File: config.mk
export PLATFORM = sky130hd
export DESIGN_NAME = led_share_ctrl
export DESIGN_NICKNAME = d
export VERILOG_FILES = /design/src/rtl/led_share_ctrl.sv
export SDC_FILE = /design/constraint.sdc
export NUM_CORES = 1
export LEC_CHECK = 0
export ABC_AREA = 1
export CAP_MARGIN = 20
export CORE_UTILIZATION = 55
export DETAILED_ROUTE_END_ITERATION = 16
export GPL_TIMING_DRIVEN = 1
export HOLD_SLACK_MARGIN = 0.15
export PLACE_DENSITY_LB_ADDON = 0.2
export SYNTH_ARGS = -nofsm -noshare
export SYNTH_HDL_FRONTEND = slang
export SYNTH_SLANG_ARGS = --single-unit
File: constraint.sdc
create_clock -name clk_12m -period 3.4 [get_ports clk_12m]
set_input_delay 0.68 -clock clk_12m [delete_from_list [all_inputs] [get_ports clk_12m]]
set_output_delay 0.68 -clock clk_12m [all_outputs]
set_load 0.02 [all_outputs]
File: src/rtl/led_share_ctrl.sv
// Round-robin owner of the three board LEDs: a granted requester drives a PWM-dimmed
// pattern, and with no owner the orange LED shows a slow idle heartbeat.
module led_share_ctrl #(
  parameter int NREQ       = 3,
  parameter int TICK_DIV   = 12000,
  parameter int HOLD_TICKS = 250,
  parameter int HB_TICKS   = 500
) (
  input  logic                clk_12m,
  input  logic                rst,
  input  logic [NREQ-1:0]     req,
  input  logic [3*NREQ-1:0]   pat,
  input  logic [4*NREQ-1:0]   bright,
  output logic [NREQ-1:0]     gnt,
  output logic                busy,
  output logic                LEDr,
  output logic                LEDg,
  output logic                LEDo
);

  localparam int IW = $clog2(NREQ);
  localparam int PW = (TICK_DIV > 1) ? $clog2(TICK_DIV) : 1;
  localparam int HW = $clog2(HOLD_TICKS + 1);
  localparam int BW = (HB_TICKS > 1) ? $clog2(HB_TICKS) : 1;

  typedef enum logic [1:0] {
    ST_IDLE = 2'd0,
    ST_OWN  = 2'd1,
    ST_GAP  = 2'd2
  } state_e;

  state_e          state_q, state_d;
  logic [IW-1:0]   rr_last_q, rr_last_d;
  logic [PW-1:0]   presc_q, presc_d;
  logic [3:0]      pwm_q, pwm_d;
  logic [HW-1:0]   hold_q, hold_d;
  logic [BW-1:0]   hb_cnt_q, hb_cnt_d;
  logic            hb_q, hb_d;
  logic [NREQ-1:0] gnt_q, gnt_d;
  logic            busy_q, busy_d;
  logic [2:0]      led_q, led_d;

  logic            tick_s;
  logic            found_s;
  logic [IW-1:0]   pick_s;
  logic [IW:0]     cand_s;
  logic [NREQ-1:0] own_oh_s;
  logic [NREQ-1:0] new_oh_s;
  logic            others_s;

  assign tick_s   = (presc_q == PW'(TICK_DIV - 1));
  assign own_oh_s = {{(NREQ-1){1'b0}}, 1'b1} << rr_last_q;
  assign new_oh_s = {{(NREQ-1){1'b0}}, 1'b1} << rr_last_d;
  assign others_s = |(req & ~own_oh_s);

  // Free-running prescaler and PWM phase counter.
  always_comb begin
    presc_d = tick_s ? '0 : presc_q + PW'(1);
    pwm_d   = pwm_q + 4'd1;
  end

  // Round-robin search starting just after the last granted index.
  always_comb begin
    found_s = 1'b0;
    pick_s  = rr_last_q;
    cand_s  = '0;
    for (int i = 1; i <= NREQ; i++) begin
      cand_s = {1'b0, rr_last_q} + (IW+1)'(i);
      if (cand_s >= (IW+1)'(NREQ)) begin
        cand_s = cand_s - (IW+1)'(NREQ);
      end else begin
        cand_s = cand_s;
      end
      if (!found_s && req[cand_s[IW-1:0]]) begin
        pick_s  = cand_s[IW-1:0];
        found_s = 1'b1;
      end else begin
        pick_s  = pick_s;
      end
    end
  end

  // Ownership FSM, hold timer and heartbeat (heartbeat only advances in IDLE).
  always_comb begin
    state_d   = state_q;
    rr_last_d = rr_last_q;
    hold_d    = hold_q;
    hb_d      = hb_q;
    hb_cnt_d  = hb_cnt_q;
    case (state_q)
      ST_IDLE: begin
        if (tick_s) begin
          if (hb_cnt_q == BW'(HB_TICKS - 1)) begin
            hb_cnt_d = '0;
            hb_d     = ~hb_q;
          end else begin
            hb_cnt_d = hb_cnt_q + BW'(1);
          end
        end else begin
          hb_cnt_d = hb_cnt_q;
        end
        if (found_s) begin
          state_d   = ST_OWN;
          rr_last_d = pick_s;
          hold_d    = '0;
        end else begin
          state_d   = ST_IDLE;
        end
      end
      ST_OWN: begin
        if (tick_s && (hold_q != HW'(HOLD_TICKS))) begin
          hold_d = hold_q + HW'(1);
        end else begin
          hold_d = hold_q;
        end
        // Voluntary release wins over preemption; both take the same path.
        if (!req[rr_last_q]) begin
          state_d = ST_GAP;
        end else if ((hold_q == HW'(HOLD_TICKS)) && others_s) begin
          state_d = ST_GAP;
        end else begin
          state_d = ST_OWN;
        end
      end
      ST_GAP: begin
        state_d = ST_IDLE;
      end
      default: begin
        state_d = ST_IDLE;
      end
    endcase
  end

  // Outputs are derived from the next state so they change on the same edge.
  always_comb begin
    gnt_d  = '0;
    busy_d = 1'b0;
    led_d  = 3'b000;
    case (state_d)
      ST_IDLE: begin
        led_d = {hb_d, 2'b00};
      end
      ST_OWN: begin
        gnt_d  = new_oh_s;
        busy_d = 1'b1;
        led_d  = pat[rr_last_d*3 +: 3] & {3{pwm_q < bright[rr_last_d*4 +: 4]}};
      end
      default: begin
        led_d = 3'b000;
      end
    endcase
  end

  // State and output registers with synchronous reset.
  always_ff @(posedge clk_12m) begin
    if (rst) begin
      state_q   <= ST_IDLE;
      rr_last_q <= IW'(NREQ - 1);
      presc_q   <= '0;
      pwm_q     <= 4'd0;
      hold_q    <= '0;
      hb_cnt_q  <= '0;
      hb_q      <= 1'b0;
      gnt_q     <= '0;
      busy_q    <= 1'b0;
      led_q     <= 3'b000;
    end else begin
      state_q   <= state_d;
      rr_last_q <= rr_last_d;
      presc_q   <= presc_d;
      pwm_q     <= pwm_d;
      hold_q    <= hold_d;
      hb_cnt_q  <= hb_cnt_d;
      hb_q      <= hb_d;
      gnt_q     <= gnt_d;
      busy_q    <= busy_d;
      led_q     <= led_d;
    end
  end

  assign gnt  = gnt_q;
  assign busy = busy_q;
  assign LEDr = led_q[0];
  assign LEDg = led_q[1];
  assign LEDo = led_q[2];

endmodule

==> results of run 1 <==
registers in the layout (all words and copies together), names as in the netlist:
| name | cells |
|---|---|
| hold_q | 8 |
| hb_cnt_q | 9 |
| pwm_q | 4 |
| busy | 1 |
| led_q | 3 |
| gnt | 3 |
| state_q | 2 |
| hb_q | 1 |
| rr_last_q | 2 |
| presc_q | 14 |
worst reg2reg max path, delay by kind of cell (launching register included):
kind | cells | cell delay, ns
AND/OR/NAND/NOR | 9 | 0.81
adder cells (fa/ha/maj) | 2 | 0.79
AO/OA/AOI/OAI | 4 | 0.60
flip-flops | 1 | 0.42
buffers and inverters | 3 | 0.28
synth_stat cells, types with 2 or more instances:
cell type / number / area (um^2)
a21oi_1: 20 / 100
buf_6: 2 / 22.5
clkbuf_1: 2 / 7.51
dfxtp_1: 47 / 941
ha_1: 14 / 175
inv_1: 48 / 180
inv_2: 8 / 30.0
nand2_1: 79 / 297
nand2_2: 9 / 56.3
nand3_1: 25 / 125
nand3_2: 2 / 20.0
nand3b_1: 2 / 15.0
nand4_1: 4 / 25.0
nor2_1: 43 / 161
nor2_2: 5 / 31.3
nor2_4: 2 / 22.5
nor3_1: 13 / 65.1
nor3b_1: 4 / 30.0
nor4_1: 3 / 18.8
o21ai_0: 6 / 30.0
o21ai_1: 5 / 25.0
o31a_1: 2 / 17.5
xnor2_1: 2 / 17.5
xor2_1: 5 / 43.8
placed cells by master, fill, tap and decap left out, types with 3 or more instances in the layout:
master / instances
nand2_1: 79
inv_1: 48
dfxtp_1: 47
nor2_1: 43
clkdlybuf4s50_1: 32
nand3_1: 25
a21oi_1: 20
ha_1: 14
nor3_1: 13
nand2_2: 9
inv_2: 8
o21ai_0: 6
nor2_2: 5
o21ai_1: 5
xor2_1: 5
clkbuf_8: 5
nand4_1: 4
nor3b_1: 4
nor4_1: 3
buf_4: 3
power breakdown:
group | switching [uW] | internal, uW | total (uW)
clock network | 168 | 137 | 306
registers | 30.0 | 604 | 634
logic | 628 | 373 | 1000
metrics by stage:
stage	cell area, um^2	cells
floorplan	2650	374
global placement	3030	457
detailed placement	3030	457
CTS	3100	463
global route	3100	463
finish	3100	463
metal layers:
layer	wire length [um]	share of wire (%)	vias to the layer above	global-route usage, %
met5	0	0	-	0
met4	53	1.0	0	6.89
met3	268	5.1	5	4.36
met2	2410	46	61	40.8
met1	2530	48	1083	27.0
li1	-	-	1271	-
how the worst max path moves through the flow:
stage	endpoint	slack (ns)	depth (start not counted)	from
2_1_floorplan	led_q[2]$_SDFF_PP0_	0.68	19	rr_last_q[0]$_SDFF_PP0_
3_3_place_gp	led_q[2]$_SDFF_PP0_	0.42	17	req[2]
3_5_place_dp	led_q[2]$_SDFF_PP0_	0.36	15	req[0]
4_1_cts	led_q[2]$_SDFF_PP0_	0.46	18	rr_last_q[1]$_SDFF_PP1_
5_1_grt	led_q[2]$_SDFF_PP0_	0.14	18	rr_last_q[1]$_SDFF_PP1_
6_report	led_q[2]$_SDFF_PP0_	0.45	18	rr_last_q[1]$_SDFF_PP1_
area by class of cell:
type	count	area [um^2]
timing repair buffer	35	343
clock buffer	6	72.6
multi-input combinational	265	1460
inverter	58	221
tap	52	65.1
sequential	47	941
fill	403	1400
cell families (layout without fill, tap and decap cells):
group / Yosys count / in the layout / synth area share, %
and+or+nand+nor: 200 / 200 / 36.1
buffers and inverters: 62 / 99 / 9.49
DFF: 47 / 47 / 35.5
AOI/OAI and AO/OA: 44 / 44 / 10.1
adders and majority gates: 14 / 14 / 6.61
xor gates and xnor gates: 7 / 7 / 2.31
==> flow_summary.json, run 1 <==
{
  "rr_worst_depth": 18,
  "yosysSeqAreaShare_pct": 35.5,
  "slowest_delay_ns": 0.53,
  "dominantRegCellSynth": "dfxtp_1",
  "whs_path_depth": 1,
  "syn_nets": 414,
  "finalCritPeriodShare_pct": 86.9,
  "grt_use_total_pct": 22.6,
  "rsz0062_at_grt": "false",
  "place.gp.congestion": 0.975,
  "drive_gt1_share_pct": 10.9,
  "slowest_stage": "ha_1",
  "worst_r2r_startpoint": "rr_last_q[1]$_SDFF_PP1_",
  "synth-edff-count": 0,
  "vias": 2420,
  "grt_pass1_vias": 2297,
  "crit_chain": "inv_1 -> ha_1 -> inv_4 -> nand2_1 -> nand3_2 -> nand2_2 -> nand2_2 -> nand2_2 -> nand3_1 -> nand2_1 -> inv_2 -> o21ai_0 -> nor2_1 -> a31oi_1 -> ha_1 -> a21oi_1 -> nand3_1 -> a21oi_2",
  "post-cts-setup-buffers": 0,
  "drc": 0,
  "ys_ff_latch": 47,
  "ir_drop_uv": 359,
  "cts_buffer_depth": 2,
  "critical_path.top_delay_family": "simple AND/OR/NAND/NOR gates",
  "io_pins": 33,
  "port_buffers": 32,
  "cts_max_level": 2,
  "finalMaxSlewViolations": 0,
  "setup_viol": 0,
  "cap_violations": 0,
  "clock_skew_ns": 0.00863,
  "status": "completed",
  "finalWorstSetupSlack_ns": 0.447,
  "netlist_area_mm2": 0.00265,
  "synth_cell_type_count": 46,
  "fmax_ghz": 0.339,
  "clk_latency_ns": 0.29,
  "dp.final_hpwl_mm": 4.16,
  "viasPerCell": 5.23,
  "die_area_mm2": 0.00510,
  "grt_start_max_net_pins": 14,
  "async_reset_ff_share_pct": 0,
  "worst_hold_slack_ns": 0.447,
  "synth.avg_cell_area_um2": 7.09,
  "initial_core_util_pct": 58.9,
  "power.total_uw": 1940,
  "grt_pass1_wl_mm": 9.40,
  "post_drt_wl_per_cell_um": 11.4,
  "period_needed_ns": 2.95,
  "start_kind": "flop",
  "cts_num_sinks": 47,
  "design.core.area_mm2": 0.00450,
  "ctsHoldBuffers": 0,
  "path_max_fanout": 9,
  "drt-total-wl_mm": 5.26,
  "rows": 24,
  "ctsResizeCount": 0,
  "pwr_density_cell_mw_per_mm2": 626,
  "relSlewSlack_pct": 72.1,
  "cts_root_buffer": "clkbuf_8",
  "r2r_end": "led_q[2]$_SDFF_PP0_",
  "worstMarginPinSlew_ns": 0.418,
  "setup-tns-final_ns": 0,
  "nNetsFinal": 452,
  "hp-start": "presc_q[0]$_SDFF_PP0_",
  "r2r_slack_ns": 0.45,
  "die_h_um": 71.4,
  "drt-pass1-iter-count": 4,
  "cp.buffers_inverters": 3,
  "cp.required_ns": 3.63,
  "place_ws_ns": 0.362,
  "hp-class": "reg2reg",
  "postRouteAntennaNets": 0,
  "p_leak_uw": 0.00134,
  "syn_to_final_growth_pct": 17.0,
  "synth_cells": 374,
  "n_antenna_cell": 0,
  "fin_util_pct": 68.9,
  "cts_tree": "built",
  "min_to": "presc_q[0]$_SDFF_PP0_",
  "hold_viol": 0,
  "cp_common_cell": "nand2_2",
  "drt_iter0_markers": 155,
  "cp-end-kind": "flop",
  "cts_made_buffers": 5,
  "overflow": 0,
  "ys.warnings.count": 0,
  "die_w_um": 71.4,
  "clk_pin_slew_ns": 0.08,
  "worstSetupPathType": "reg2reg",
  "grt_antenna_before_repair": 0,
  "cp.arrival_ns": 3.19
}
No activity file was read; power rests on OpenSTA's default activity.
==> run 2, diff against run 1 <==
Settings changed: CTS_CLUSTER_DIAMETER set to 60, RECOVER_POWER set to 100.
==> run 2 against run 1 <==
Combinational power down 5%. Sequential power about the same. Sequential share of layout area up 0.57 points. Die area unchanged. Utilization down 1.3 points. Clock-buffer cell count unchanged. Clock skew about the same. Design area down 1.9%. Sequential cell count unchanged. Critical path depth unchanged.
==> flow_summary.json, run 2 (same netlist as run 1, synthesis figures left out) <==
{
  "postRouteAntennaNets": 0,
  "grt_pass1_wl_mm": 9.40,
  "layout_commonest_cell": "nand2_1",
  "top_regs": "presc_q: 14 flops, hb_cnt_q: 9 flops, hold_q: 8 flops",
  "finalMaxSlewViolations": 0,
  "grt_start_max_net_pins": 14,
  "clk_latency_ns": 0.29,
  "drive_gt1_share_pct": 7.54,
  "place.gp.congestion": 0.975,
  "finalWorstSetupSlack_ns": 0.401,
  "n_fill_cell": 416,
  "die_h_um": 71.4,
  "dp.final_hpwl_mm": 4.16,
  "hp-start": "presc_q[0]$_SDFF_PP0_",
  "period_needed_ns": 3.00,
  "status": "completed",
  "pwr_density_cell_mw_per_mm2": 622,
  "design.core.area_mm2": 0.00450,
  "rsz0062_at_grt": "false",
  "worstSetupPathType": "reg2reg",
  "final_cell_mix": "nand2_1 (81), inv_1 (50), nor2_1 (48)",
  "wl_met2_mm": 2.41,
  "ir_drop_uv": 339,
  "grt_pass1_vias": 2297,
  "cts_num_sinks": 47,
  "slowest_delay_ns": 0.53,
  "grt_antenna_before_repair": 0,
  "cts_tree": "built",
  "hold_viol": 0,
  "crit_chain": "inv_1 -> ha_1 -> inv_4 -> nand2_1 -> nand3_2 -> nand2_1 -> nand2_1 -> nand2_2 -> nand3_1 -> nand2_1 -> inv_2 -> o21ai_0 -> nor2_1 -> a31oi_1 -> ha_1 -> a21oi_1 -> nand3_1 -> a21oi_2",
  "highest_layer": "met4",
  "setup_viol": 0,
  "post-cts-setup-buffers": 0,
  "die_w_um": 71.4,
  "relSlewSlack_pct": 56.8,
  "cts_buffer_depth": 2,
  "start_kind": "flop",
  "grt_use_total_pct": 22.6,
  "wl_met1_mm": 2.52,
  "slowest_stage": "ha_1",
  "wl_met3_um": 308,
  "viasPerCell": 5.19,
  "syn_to_final_growth_pct": 14.8,
  "clock_skew_ns": 0.00889,
  "cts_max_level": 2,
  "worstMarginPinSlew_ns": 0.643,
  "cp-startpoint": "rr_last_q[1]$_SDFF_PP1_",
  "finalCritPeriodShare_pct": 88.2,
  "p_leak_uw": 0.00133,
  "drt-pass1-iter-count": 4,
  "hp-class": "reg2reg",
  "nNetsFinal": 452,
  "initial_core_util_pct": 58.9,
  "cp_common_cell": "nand2_1",
  "n_antenna_cell": 0,
  "fmax_ghz": 0.333,
  "cp.required_ns": 3.63,
  "post_drt_wl_per_cell_um": 11.4,
  "ctsHoldBuffers": 0,
  "io_pins": 33,
  "port_buffers": 32,
  "rows": 24,
  "cts_root_buffer": "clkbuf_8",
  "cts_made_buffers": 5,
  "cp-end-kind": "flop",
  "cp.arrival_ns": 3.23,
  "largest_reg_flops": 14,
  "cap_violations": 0,
  "vias": 2404,
  "clk_pin_slew_ns": 0.08,
  "largest_register": "presc_q",
  "ctsResizeCount": 0,
  "place_ws_ns": 0.362,
  "setup-tns-final_ns": 0,
  "die_area_mm2": 0.00510,
  "drt-total-wl_mm": 5.28,
  "path_max_fanout": 9,
  "worst_r2r_startpoint": "rr_last_q[1]$_SDFF_PP1_",
  "drt_iter0_markers": 131,
  "drc": 0,
  "overflow": 0
}
==> run 2: where the power goes <==
| group | leakage, uW | internal (uW) | switching, uW | total (uW) |
|---|---|---|---|---|
| Combinational | 0.000915 | 347 | 607 | 954 |
| Clock | 0.0000371 | 137 | 168 | 306 |
| Sequential | 0.000382 | 604 | 28.9 | 633 |
==> run 2: worst paths after layout <==
kind	cells past startpoint	to	slack [ns]
hold reg to reg	1	presc_q[0]$_SDFF_PP0_	0.45
setup reg to reg	18	led_q[2]$_SDFF_PP0_	0.40
hold / removal	1	presc_q[0]$_SDFF_PP0_	0.45
setup / recovery	18	led_q[2]$_SDFF_PP0_	0.40
==> run 2: critical path, delay by kind of cell, from the launching register on <==
| kind | cells | cell delay, ns |
|---|---|---|
| simple gates | 9 | 0.86 |
| fa+ha+maj | 2 | 0.79 |
| compound gates | 4 | 0.60 |
| flops | 1 | 0.42 |
| buf+inv | 3 | 0.28 |
==> run 2: cell type report <==
type                            count  area [um^2]  area share [%]
Multi-Input combinational cell    265         1410            46.2
Sequential cell                    47          941            30.9
Timing Repair Buffer               35          339            11.1
Inverter                           58          221            7.27
Clock buffer                        6         72.6            2.38
Tap cell                           52         65.1            2.14
==> run 2: routing by layer <==
| metal | GRT usage (%) | up-vias |
|---|---|---|
| met1 | 27.0 | 1063 |
| met2 | 40.8 | 68 |
| met4 | 6.89 | 0 |
| met3 | 4.36 | 5 |
| met5 | 0 | - |
| li1 | - | 1268 |
==> run 2: through the flow <==
stage	hold WS [ns]	utilization, %	instance area, um^2	total power (uW)	instances
6_report	0.447	67.6	3040	1890	463
5_1_grt	0.481	67.6	3040	2050	463
4_1_cts	0.453	68.9	3100	1950	463
3_5_place_dp	0.442	67.3	3030	1640	457
3_3_place_gp	0.433	67.3	3030	1630	457
2_1_floorplan	0.418	-	2650	1430	374
